<file path="src/rtl/inst_writeback.sv">
// inst_writeback: writeback stage selecting ALU/load result, driving the register-file port and holding V/C/N/Z flags.
// Optional WB_FORWARD_EN mirrors the pending register write onto the fwd_* bypass outputs.
module inst_writeback #(
  parameter int LOAD_LATENCY = 2,
  parameter int REG_ADDR_W   = 5
) (
  input  logic                  clk,
  input  logic                  rst_n,
  input  logic                  valid_in,
  input  logic                  rw,
  input  logic                  md,
  input  logic                  setflags,
  input  logic [REG_ADDR_W-1:0] dr,
  input  logic [31:0]           fout,
  input  logic [31:0]           memout,
  input  logic                  overflow,
  input  logic                  carryout,
  input  logic                  negative,
  input  logic                  zero,
  output logic                  busy,
  output logic                  rf_we,
  output logic [REG_ADDR_W-1:0] rf_wa,
  output logic [31:0]           rf_wd,
  output logic                  flag_v,
  output logic                  flag_c,
  output logic                  flag_n,
  output logic                  flag_z,
  output logic                  fwd_valid,
  output logic [REG_ADDR_W-1:0] fwd_addr,
  output logic [31:0]           fwd_data
);
  localparam logic [1:0] IDLE      = 2'd0;
  localparam logic [1:0] LOAD_WAIT = 2'd1;
  localparam logic [1:0] WRITE     = 2'd2;
  logic [1:0]            state_q, state_d;
  logic [2:0]            cnt_q, cnt_d;
  logic [REG_ADDR_W-1:0] dr_q, dr_d, wa_q, wa_d;
  logic [31:0]           wd_q, wd_d;
  logic                  we_q, we_d;
  logic [3:0]            flg_q, flg_d;
  logic                  accept, is_load;
  assign accept  = valid_in && state_q == IDLE;
  assign is_load = accept && rw && md;
  // busy rises combinationally so upstream stalls in the very cycle a load is accepted
  assign busy    = is_load || state_q == LOAD_WAIT;
  always_comb begin
    state_d = state_q;
    cnt_d   = cnt_q;
    dr_d    = dr_q;
    wa_d    = wa_q;
    wd_d    = wd_q;
    we_d    = 1'b0;
    flg_d   = (accept && setflags && !md) ? {overflow, carryout, negative, zero} : flg_q;
    case (state_q)
      IDLE: begin
        if (is_load) begin
          state_d = LOAD_WAIT;
          cnt_d   = 3'(LOAD_LATENCY - 1);
          dr_d    = dr;
        end else if (accept && rw && dr != '0) begin
          we_d = 1'b1;
          wa_d = dr;
          wd_d = fout;
        end
      end
      LOAD_WAIT: begin
        if (cnt_q == 3'd0) begin
          state_d = WRITE;
          if (dr_q != '0) begin
            we_d = 1'b1;
            wa_d = dr_q;
            wd_d = memout;
          end
        end else begin
          cnt_d = cnt_q - 3'd1;
        end
      end
      default: state_d = IDLE;
    endcase
  end
  always_ff @(posedge clk or negedge rst_n) begin
    if (!rst_n) begin
      state_q <= IDLE;
      cnt_q   <= 3'd0;
      dr_q    <= '0;
      wa_q    <= '0;
      wd_q    <= 32'd0;
      we_q    <= 1'b0;
      flg_q   <= 4'd0;
    end else begin
      state_q <= state_d;
      cnt_q   <= cnt_d;
      dr_q    <= dr_d;
      wa_q    <= wa_d;
      wd_q    <= wd_d;
      we_q    <= we_d;
      flg_q   <= flg_d;
    end
  end
  assign rf_we = we_q;
  assign rf_wa = wa_q;
  assign rf_wd = wd_q;
  assign {flag_v, flag_c, flag_n, flag_z} = flg_q;
`ifdef WB_FORWARD_EN
  assign fwd_valid = we_q;
  assign fwd_addr  = wa_q;
  assign fwd_data  = wd_q;
`else
  assign fwd_valid = 1'b0;
  assign fwd_addr  = '0;
  assign fwd_data  = 32'd0;
`endif
endmodule

</file>
<file path="config.mk">
export PLATFORM = sky130hd
export DESIGN_NAME = inst_writeback
export DESIGN_NICKNAME = d
export VERILOG_FILES = /design/src/rtl/inst_writeback.sv
export SDC_FILE = /design/constraint.sdc
export NUM_CORES = 1
export LEC_CHECK = 0
export CAP_MARGIN = 20
export CORE_ASPECT_RATIO = 1.75
export CORE_MARGIN = 3
export CORE_UTILIZATION = 35
export CTS_CLUSTER_DIAMETER = 200
export DETAILED_ROUTE_END_ITERATION = 8
export HOLD_SLACK_MARGIN = 0.02
export MAX_ROUTING_LAYER = met4
export PLACE_DENSITY_LB_ADDON = 0.05
export SLEW_MARGIN = 25
export SYNTH_ARGS = -nofsm -noshare
export SYNTH_HDL_FRONTEND = slang
export SYNTH_SLANG_ARGS = --single-unit
</file>
<file path="constraint.sdc">
create_clock -name clk -period 1.9 [get_ports clk]
set_clock_uncertainty 0.2 [all_clocks]
set_input_delay 0.285 -clock clk [delete_from_list [all_inputs] [get_ports clk]]
set_output_delay 0.285 -clock clk [all_outputs]
set_load 0.05 [all_outputs]
</file>
==> impl_metrics.env <==
export IMPL_status="finished, violations left"
export IMPL_failed_checks="negative setup slack"
export IMPL_timing_final_ws_setup_ns=-0.1926
export IMPL_routed_wl_um=7243
export IMPL_power_clock_fraction_pct=11.4
export IMPL_synthFlopType="sky130_fd_sc_hd__dfrtp_1"
export IMPL_layout_worst_path_cycle_share_pct=110.1
export IMPL_startpoint_type="flip-flop"
export IMPL_drt_first_iter_violations=85
export IMPL_worstSkewPairLatency_ns=0.28
export IMPL_synth_most_common_cell="sky130_fd_sc_hd__nand2_1"
export IMPL_yosysSeqAreaShare_pct=45.79
export IMPL_cap_violations=0
export IMPL_unrepaired_setup_endpoints_after_global_routing="true"
export IMPL_floorplan_die_width_um=74.11
export IMPL_drt_first_pass_iters=4
export IMPL_reg2reg_depth=5
export IMPL_synth_ff_latch_count=52
export IMPL_cts_buffers_inserted=5
export IMPL_netlist_top_cells_count="sky130_fd_sc_hd__nand2_1, sky130_fd_sc_hd__dfrtp_1, sky130_fd_sc_hd__buf_4"
export IMPL_io_buffer_count=121
export IMPL_floorplan_rows=42
export IMPL_synthesis_instances=287
export IMPL_critical_path_startpoint="dr_q[0]"
export IMPL_vias_in_the_first_global_route=2222
export IMPL_netSwitchingPower_mw=3.738
export IMPL_clockRootBuffer="sky130_fd_sc_hd__clkbuf_16"
export IMPL_detail_route_vias_per_cell=4.392
export IMPL_floorplan_initialDensity_pct=36.78
export IMPL_power_share_switching_pct=46.79
export IMPL_timing_worst_setup_path_type="flip-flop to flip-flop"
export IMPL_tritoncts="built"
export IMPL_clock_slew_seen_by_the_registers_of_the_worst_setup_and_hold_paths_ns=0.07
export IMPL_grt_pass1_wl_um=11140
export IMPL_worst_hold_slack_ns=0.3056
export IMPL_num_ports=160
export IMPL_synth_largest_area_cell="sky130_fd_sc_hd__dfrtp_1"
export IMPL_hold_path_class="primary input to asynchronous set/reset pin"
export IMPL_setup_violations_final=37
export IMPL_power_frac_comb_pct=63.9
export IMPL_ctsHtreeMaxLevel=2
export IMPL_place_detailed_hpwl_um=5574
export IMPL_antenna_diode_count=0
export IMPL_fin_area_um2=4330
export IMPL_timing_hold_violations_final=0
export IMPL_place_congestion=0.7632
export IMPL_fp_dieArea_um2=9278
export IMPL_power_per_cell_area_nw_per_um2=1845
export IMPL_placement_cell_area_um2=4089
export IMPL_route_detailed_drc=0
export IMPL_cts_num_sinks=52
export IMPL_synth_top_area_share_pct=45.79
export IMPL_routed_via_count=2284
export IMPL_rr_startpoint="dr_q[0]"
export IMPL_globalRouteTotalUtil_pct=16.22
export IMPL_power_internal_mw=4.251
export IMPL_clock_tree_buffer_depth=2
export IMPL_synthTopCellsByArea="sky130_fd_sc_hd__dfrtp_1, sky130_fd_sc_hd__nand2_1, sky130_fd_sc_hd__mux2_2"
export IMPL_worst_ep_required_time_ns=1.87
export IMPL_detail_route_wl_per_cell_um=13.93
export IMPL_post_route_min_period_ns=2.093
export IMPL_yosys_cell_types_count=25
export IMPL_critPathArrivalTime_ns=2.06
export IMPL_final_max_slew_violation_count=0
export IMPL_asyncSetResetFlopFracSynth_pct=100.0
export IMPL_worst_setup_path_end_kind="flip-flop"
export IMPL_grt_overflow_total=0
export IMPL_core_area_um2=7725
export IMPL_number_of_synthesized_flops_with_an_enable_pin=0
export IMPL_layout_drive_gt1_share_pct=31.25
export IMPL_vdd_ir_drop_max_mv=0.9522
export IMPL_synthesis_area_per_instance_um2=9.901
export IMPL_leakage_nw=2.171
export IMPL_synth_cell_area_um2=2841
export IMPL_max_clock_freq_mhz=477.9
export IMPL_worstPathMaxFanout=16
export IMPL_antenna_violating_nets_post_route=0
export IMPL_final_net_count=512
export IMPL_floorplan_die_height_um=125.2
export IMPL_grt_max_degree=53
export IMPL_synth_warning_count=0
export IMPL_number_of_antenna_violations_at_the_first_check_in_global_routing=0
export IMPL_area_growth_pct=52.40
export IMPL_seq_power_share_pct=24.7
-- power groups by stage --
stage                     Clock [mW]  Combinational (mW)  Sequential (mW)
after floorplan                    0                1.86             3.53
after global placement             0                4.94             1.98
after detailed placement           0                4.99             1.98
after CTS                      0.945                5.18             1.98
after global routing           0.992                5.42             2.06
final                          0.908                5.11             1.98
-- worst max-delay path, cell delays in order, from the launching register on --
cell                       delay (ns)
sky130_fd_sc_hd__dfrtp_1         0.39
sky130_fd_sc_hd__or4_4           0.53
sky130_fd_sc_hd__o211ai_2        0.20
sky130_fd_sc_hd__o31ai_4         0.16
sky130_fd_sc_hd__buf_12          0.19
sky130_fd_sc_hd__mux2_4          0.30
-- timing repair --
action	4_1_cts	5_1_grt
resized for setup	8	4
pin swaps	0	2
setup endpoints to repair	38	39
gates cloned	1	0
hold buffers	1	0
buffers inserted	0	1
endpoints found under the hold margin	52	0
-- logic make-up (layout without fill, tap and decap cells) --
| family | Yosys count | in the layout | synth area share [%] |
|---|---|---|---|
| AOI/OAI and AO/OA | 4 | 4 | 1.145 |
| adders and majority gates | 2 | 2 | 0.8805 |
| buffers and inverters | 52 | 160 | 12.73 |
| DFF | 52 | 52 | 45.79 |
| muxes | 47 | 47 | 21.14 |
| other | 1 | 38 | 0.1320 |
| and+or+nand+nor | 129 | 129 | 18.19 |
-- layout by cell type, fill, tap and decap left out, types with 2 or more instances in the layout --
master / count
sky130_fd_sc_hd__mux2_4: 19
sky130_fd_sc_hd__buf_4: 64
sky130_fd_sc_hd__clkbuf_16: 5
sky130_fd_sc_hd__inv_1: 2
sky130_fd_sc_hd__buf_6: 2
sky130_fd_sc_hd__nand2_1: 115
sky130_fd_sc_hd__mux2_2: 28
sky130_fd_sc_hd__clkinv_2: 2
sky130_fd_sc_hd__ha_1: 2
sky130_fd_sc_hd__buf_12: 4
sky130_fd_sc_hd__conb_1: 38
sky130_fd_sc_hd__dfrtp_1: 51
sky130_fd_sc_hd__nand3_1: 2
sky130_fd_sc_hd__clkdlybuf4s50_1: 77
-- area by class of cell --
cell class | instances | area, um2
repair buffers | 150 | 1401
fillers | 725 | 3395
flip-flops and latches | 52 | 1303
multi-input cells | 220 | 1360
inverters | 2 | 7.507
clock inverters | 2 | 10.01
clock buffers | 6 | 138.9
well taps | 88 | 110.1
-- worst paths after layout --
kind	endpoint	slack [ns]
worst max-delay path	rf_wd[26]	-0.19
worst min-delay path	rf_wd[31]	0.31
worst max register to register	rf_wd[26]	-0.19
worst min register to register	rf_wd[6]	0.31
max in group asynchronous	state_q[1]	0.93
min in group clk	rf_wd[6]	0.31
-- sequential cells by signal, indices dropped and copies added, names as in the netlist --
signal / cells
flg_q: 4
rf_wa: 5
dr_q: 5
rf_we: 1
cnt_q: 3
rf_wd: 32
state_q: 2
-- stage by stage --
stage	power (mW)	setup WS (ns)	std cells	TNS, ns	util, %
6_report	7.989	-0.1926	520	-6.082	56.06
5_1_grt	8.472	-0.2508	520	-8.119	56.06
4_1_cts	8.098	-0.2152	519	-6.859	55.78
3_5_place_dp	6.974	-0.4857	509	-17.59	52.93
3_3_place_gp	6.913	-0.4688	509	-17.02	52.93
2_1_floorplan	5.382	-0.1281	324	-2.414	-
-- per-layer routing --
layer / vias up / part of all wire, % / global-route usage, %
met1: 1071 / 35 / 17.14
met3: 5 / 6.1 / 2.490
li1: 1129 / - / -
met2: 79 / 58 / 30.28
met4: 0 / 1.0 / 3.842
met5: - / 0 / -
Note: power is estimated with default switching activity, not from simulation.
